[src/rtl/mult_8x8_seq_ctrl_if.sv]
// mult_8x8_seq_ctrl_if: operand/result handshake and shared sub-multiplier bus
interface mult_8x8_seq_ctrl_if;
  logic        in_valid;
  logic        in_ready;
  logic [7:0]  A;
  logic [7:0]  B;
  logic        sub_en;
  logic [3:0]  sub_A;
  logic [3:0]  sub_B;
  logic [1:0]  sub_mode;
  logic [7:0]  sub_R;
  logic        out_valid;
  logic        out_ready;
  logic [15:0] R;
  logic        ovf;
  logic        busy;
  modport master (
    output in_valid, A, B, sub_R, out_ready,
    input  in_ready, sub_en, sub_A, sub_B, sub_mode, out_valid, R, ovf, busy
  );
  modport slave (
    input  in_valid, A, B, sub_R, out_ready,
    output in_ready, sub_en, sub_A, sub_B, sub_mode, out_valid, R, ovf, busy
  );
endinterface

[src/rtl/mult_8x8_seq_ctrl.sv]
// mult_8x8_seq_ctrl: 8x8 product via four time-shared 4x4 sub-multiplier passes
module mult_8x8_seq_ctrl #(
  parameter logic [1:0] MODE_LL = 2'd3,
  parameter logic [1:0] MODE_LH = 2'd1,
  parameter logic [1:0] MODE_HL = 2'd1,
  parameter logic [1:0] MODE_HH = 2'd1
) (
  input logic clk,
  input logic rst,
  mult_8x8_seq_ctrl_if.slave bus
);
  typedef enum logic [1:0] {IDLE, CALC, DONE} state_t;
  state_t      state, state_nxt;
  logic [1:0]  q;
  logic [7:0]  a_r, b_r;
  logic [16:0] acc, acc_nxt;
  logic [15:0] r_q;
  logic        ovf_q;
  logic        accept, calc;
  logic [3:0]  shift;
  assign calc          = state == CALC;
  assign bus.in_ready  = state == IDLE;
  assign bus.out_valid = state == DONE;
  assign bus.busy      = state != IDLE;
  assign bus.sub_en    = calc;
  assign bus.sub_A     = calc ? (q[1] ? a_r[7:4] : a_r[3:0]) : 4'd0;
  assign bus.sub_B     = calc ? (q[0] ? b_r[7:4] : b_r[3:0]) : 4'd0;
  assign bus.sub_mode  = !calc ? 2'd0 : q == 2'd0 ? MODE_LL : q == 2'd1 ? MODE_LH : q == 2'd2 ? MODE_HL : MODE_HH;
  assign bus.R         = r_q;
  assign bus.ovf       = ovf_q;
  // state register
  always_ff @(posedge clk)
    if (rst) state <= IDLE;
    else state <= state_nxt;
  // next state, accept strobe and exact shifted accumulation of the current quadrant
  always_comb begin
    accept    = bus.in_valid && state == IDLE;
    shift     = q == 2'd0 ? 4'd0 : q == 2'd3 ? 4'd8 : 4'd4;
    acc_nxt   = acc + ({9'd0, bus.sub_R} << shift);
    state_nxt = state;
    if (accept) state_nxt = (bus.A == 8'd0 || bus.B == 8'd0) ? DONE : CALC;
    if (calc && q == 2'd3) state_nxt = DONE;
    if (state == DONE && bus.out_ready) state_nxt = IDLE;
  end
  // operand latch, quadrant counter, accumulator and saturated result
  always_ff @(posedge clk)
    if (rst) begin
      q     <= 2'd0;
      a_r   <= 8'd0;
      b_r   <= 8'd0;
      acc   <= 17'd0;
      r_q   <= 16'd0;
      ovf_q <= 1'b0;
    end else if (accept) begin
      q     <= 2'd0;
      a_r   <= bus.A;
      b_r   <= bus.B;
      acc   <= 17'd0;
      r_q   <= 16'd0;
      ovf_q <= 1'b0;
    end else if (calc) begin
      acc <= acc_nxt;
      q   <= q + 2'd1;
      if (q == 2'd3) begin
        r_q   <= acc_nxt[16] ? 16'hFFFF : acc_nxt[15:0];
        ovf_q <= acc_nxt[16];
      end
    end
endmodule

[src/flat_wrapper.sv]
// flat-port wrapper written by rule: the top's interface ports become plain ports
module mult_8x8_seq_ctrl_flat 
#(
  parameter logic [1:0] MODE_LL = 2'd3,
  parameter logic [1:0] MODE_LH = 2'd1,
  parameter logic [1:0] MODE_HL = 2'd1,
  parameter logic [1:0] MODE_HH = 2'd1
)
  (clk, rst, bus_in_valid, bus_A, bus_B, bus_sub_R, bus_out_ready, bus_in_ready, bus_sub_en, bus_sub_A, bus_sub_B, bus_sub_mode, bus_out_valid, bus_R, bus_ovf, bus_busy);
  mult_8x8_seq_ctrl_if bus_i ();
  input logic clk;
  input logic rst;
  input wire logic [$bits(bus_i.in_valid)-1:0] bus_in_valid;
  input wire logic [$bits(bus_i.A)-1:0] bus_A;
  input wire logic [$bits(bus_i.B)-1:0] bus_B;
  input wire logic [$bits(bus_i.sub_R)-1:0] bus_sub_R;
  input wire logic [$bits(bus_i.out_ready)-1:0] bus_out_ready;
  output wire logic [$bits(bus_i.in_ready)-1:0] bus_in_ready;
  output wire logic [$bits(bus_i.sub_en)-1:0] bus_sub_en;
  output wire logic [$bits(bus_i.sub_A)-1:0] bus_sub_A;
  output wire logic [$bits(bus_i.sub_B)-1:0] bus_sub_B;
  output wire logic [$bits(bus_i.sub_mode)-1:0] bus_sub_mode;
  output wire logic [$bits(bus_i.out_valid)-1:0] bus_out_valid;
  output wire logic [$bits(bus_i.R)-1:0] bus_R;
  output wire logic [$bits(bus_i.ovf)-1:0] bus_ovf;
  output wire logic [$bits(bus_i.busy)-1:0] bus_busy;
  assign bus_i.in_valid = bus_in_valid;
  assign bus_i.A = bus_A;
  assign bus_i.B = bus_B;
  assign bus_i.sub_R = bus_sub_R;
  assign bus_i.out_ready = bus_out_ready;
  assign bus_in_ready = bus_i.in_ready;
  assign bus_sub_en = bus_i.sub_en;
  assign bus_sub_A = bus_i.sub_A;
  assign bus_sub_B = bus_i.sub_B;
  assign bus_sub_mode = bus_i.sub_mode;
  assign bus_out_valid = bus_i.out_valid;
  assign bus_R = bus_i.R;
  assign bus_ovf = bus_i.ovf;
  assign bus_busy = bus_i.busy;
  mult_8x8_seq_ctrl #(.MODE_LL(MODE_LL), .MODE_LH(MODE_LH), .MODE_HL(MODE_HL), .MODE_HH(MODE_HH)) u_core (.clk(clk), .rst(rst), .bus(bus_i));
endmodule
[config.mk]
export PLATFORM = sky130hd
export DESIGN_NAME = mult_8x8_seq_ctrl_flat
export DESIGN_NICKNAME = d
export VERILOG_FILES = /design/src/rtl/mult_8x8_seq_ctrl_if.sv /design/src/rtl/mult_8x8_seq_ctrl.sv /design/src/flat_wrapper.sv
export SDC_FILE = /design/constraint.sdc
export NUM_CORES = 1
export LEC_CHECK = 0
export BUFFER_PORTS_ARGS = -buffer_cell sky130_fd_sc_hd__buf_2
export CORE_ASPECT_RATIO = 0.5
export CORE_UTILIZATION = 25
export DETAILED_ROUTE_END_ITERATION = 12
export HOLD_SLACK_MARGIN = 0.02
export PLACE_DENSITY = 0.42
export SLEW_MARGIN = 20
export SYNTH_ARGS = -nofsm -noshare
export SYNTH_HDL_FRONTEND = slang
export SYNTH_SLANG_ARGS = --single-unit
export TNS_END_PERCENT = 1
[constraint.sdc]
create_clock -name clk -period 7.83 [get_ports clk]
set_input_delay 1.1745 -clock clk [delete_from_list [all_inputs] [get_ports clk]]
set_output_delay 1.1745 -clock clk [all_outputs]
set_load 0.1 [all_outputs]
==> impl_metrics.toml <==
[min_path]
holdPathEnd = "u_core.a_r[3]$_SDFFE_PP0P_"
worstHoldStart = "u_core.a_r[3]$_SDFFE_PP0P_"
worstHoldPathType = "flop to flop"
holdPathStages = 2

[pwr]
ir_drop_v = 0.0000857
powerDensity_nw_per_um2 = 184
p_leak_nw = 1.46
total_power_w = 0.000657

[yosys]
ys_ff_latch = 54
ys.flop_type = "dfxtp_1"
avgSynthCellArea_um2 = 8.16
syn_nets = 418
synth_warnings = 0
synth_cells = 371
synth-seq-area-share_pct = 35.7
syn_area_um2 = 3030
synthArstFlopShare_pct = 0
ys_types = 48
synth_edf_count = 0

[setup_path]
arrival_ns = 3.94
cp-end-kind = "flop"
r2r-start = "u_core.q[0]$_SDFFE_PP0P_"
path_class = "flop to flop"
reg2reg_depth = 12
r2r_slack_ns = 4.07
rr_endpoint = "u_core.acc[12]$_SDFFE_PP0P_"
worst_ep_required_time_ns = 8.01
crit_path_start_kind = "flop"
crit_fanout = 9

[clock_network]
cts_buffers = 5
cts_max_level = 2
clock-sinks = 54
clock_path_buffers = 2
cts_tree = "yes"
cts.clk_slew.worst_paths_ns = 0.08
postCtsSetupBuffers = 0
insertion_delay_ns = 0.30
cts_resized = 0
cts_root_buffer = "clkbuf_16"
cts_hold_buf = 0

[cells_and_area]
layout-drive-gt1-share_pct = 19.7
layout-area-overhead-vs-synth_pct = 18.1
insertedDiodeCount = 0
final_util_pct = 31.4
fin_nets = 462

[grt]
antenna_found_initial = 0
grt_max_degree = 26
gr-total-overflow = 0
grt_pass1_wl_um = 14200
grt_pass1_vias = 2660
grt.total_usage_pct = 14.8

[status]
status = "finished clean"

[sta]
slew-limit-headroom_pct = 45.3
finalSetupViolations = 0
fmax_mhz = 266
fin_skew_ns = 0.00606
fin_crit_ns = 3.76
period_share_pct = 48.0
hold_viol = 0
tns_ns = 0
grt_setup_unrepaired = "false"
worstMarginPinSlew_ns = 0.820
drv_slew = 0

[route]
dr.pass1.iters = 5
drc = 0
wl_per_cell_um = 15.0
antenna_left = 0
drt_iter0_markers = 168
routed_wl_um = 8640
viasPerCell = 4.70
via_count = 2701

[floorplanning]
die_area_um2 = 12600
core_area_um2 = 11400
fp-row-count = 27
die_w_um = 158
initial_core_util_pct = 26.6
pin_count = 59
fp.dieH_um = 79.8

[place]
dp_hpwl_um = 6420
place.gp.congestion = 0.799
io_buffer_count = 58

[job]
drv_cap = 0
[final cells by class]
| class | instances | area, µm² |
|---|---|---|
| tap | 159 | 199 |
| sequential | 54 | 1080 |
| inverter | 5 | 18.8 |
| fill | 1244 | 7810 |
| timing repair buffer | 60 | 305 |
| clock inverter | 3 | 28.8 |
| clock buffer | 5 | 125 |
| multi-input combinational | 289 | 1820 |
[Yosys cell counts, types with 6 or more instances]
cell	number	area, µm²
nand3_1	10	50.1
a21oi_1	43	215
dfxtp_1	54	1080
xnor2_1	9	78.8
a21oi_2	7	61.3
nor2b_1	9	56.3
o21ai_0	22	110
o221a_1	8	90.1
nand2_1	69	259
ha_1	18	225
clkbuf_1	15	56.3
and2_1	7	43.8
mux2i_1	13	130
nor2_1	20	75.1
xor2_1	6	52.6
[layout by cell type (no fill, tap or decap), drive strengths merged]
master,count
a2111oi,1
a211o,1
a211oi,3
a21boi,1
a21o,2
a21oi,50
a221oi,1
a22o,4
a311o,1
a31oi,4
and2,7
and3,3
buf,60
clkbuf,5
clkinv,1
dfxtp,54
fa,1
ha,18
inv,7
mux2i,13
nand2,69
nand2b,2
nand3,10
nand4,2
nor2,21
nor2b,9
nor3,3
nor3b,1
nor4,4
o211a,1
o211ai,3
o21a,1
o21ai,23
o21ba,1
o221a,9
o221ai,2
or2,2
or3b,1
xnor2,9
xor2,6
[worst max-delay path by stage]
| stage | from | to | slack [ns] |
|---|---|---|---|
| finish | u_core.q[0]$_SDFFE_PP0P_ | u_core.acc[12]$_SDFFE_PP0P_ | 4.07 |
| global route | u_core.q[0]$_SDFFE_PP0P_ | u_core.acc[12]$_SDFFE_PP0P_ | 3.78 |
| CTS | u_core.q[0]$_SDFFE_PP0P_ | u_core.acc[12]$_SDFFE_PP0P_ | 4.05 |
| detailed placement | u_core.q[0]$_SDFFE_PP0P_ | u_core.acc[12]$_SDFFE_PP0P_ | 4.09 |
| global placement | u_core.q[0]$_SDFFE_PP0P_ | u_core.acc[12]$_SDFFE_PP0P_ | 4.06 |
| floorplan | u_core.state[1]$_SDFFE_PP0P_ | bus_busy | 4.06 |
[metrics by stage]
step	area, µm²	instances	hold WS (ns)	setup WS (ns)
floorplan	3030	371	0.436	4.06
global placement	3420	567	0.446	4.06
detailed placement	3420	567	0.449	4.09
CTS	3580	575	0.459	4.05
global route	3580	575	0.481	3.78
finish	3580	575	0.457	4.07
[report_power, final]
part           total (W)  internal (W)  leakage, nW  switching, W
combinational   0.000127     0.0000365        0.947     0.0000903
sequential      0.000290      0.000283        0.439    0.00000630
clock           0.000241      0.000123       0.0763      0.000118
total           0.000657      0.000443         1.46      0.000215
[critical path, stage by stage (launching register included)]
cell	delay, ns
dfxtp_1	0.54
inv_1	0.09
ha_1	0.53
nor2_1	0.16
and2_1	0.22
ha_1	0.21
fa_1	0.44
a211oi_1	0.35
o21ai_1	0.26
a31oi_1	0.29
o21ai_0	0.14
xnor2_1	0.29
o21ai_0	0.13
[per-layer routing]
| metal | wire length, µm | track usage [%] | vias to the layer above | part of all wire (%) |
|---|---|---|---|---|
| li1 | - | - | 1408 | - |
| met1 | 4640 | 21.6 | 1221 | 54 |
| met2 | 3490 | 21.7 | 69 | 40 |
| met3 | 465 | 3.15 | 3 | 5.4 |
| met4 | 33 | 3.59 | 0 | 0.38 |
| met5 | 0 | 0 | - | 0 |
[cells by family after synthesis]
group	Yosys count	synth area share, %
DFF	54	35.7
AOI/OAI and AO/OA	108	23.4
buffers and inverters	28	4.22
adders and majority gates	19	8.10
xor gates and xnor gates	15	4.34
and+or+nand+nor	134	19.9
muxes	13	4.30
[registers in the layout, summed over array words and instances (netlist names)]
register,cells
u_core.bus.R,16
u_core.q,2
u_core.a_r,8
u_core.acc,17
u_core.b_r,8
u_core.bus.ovf,1
u_core.state,2
(Power assumes the default switching activity.)
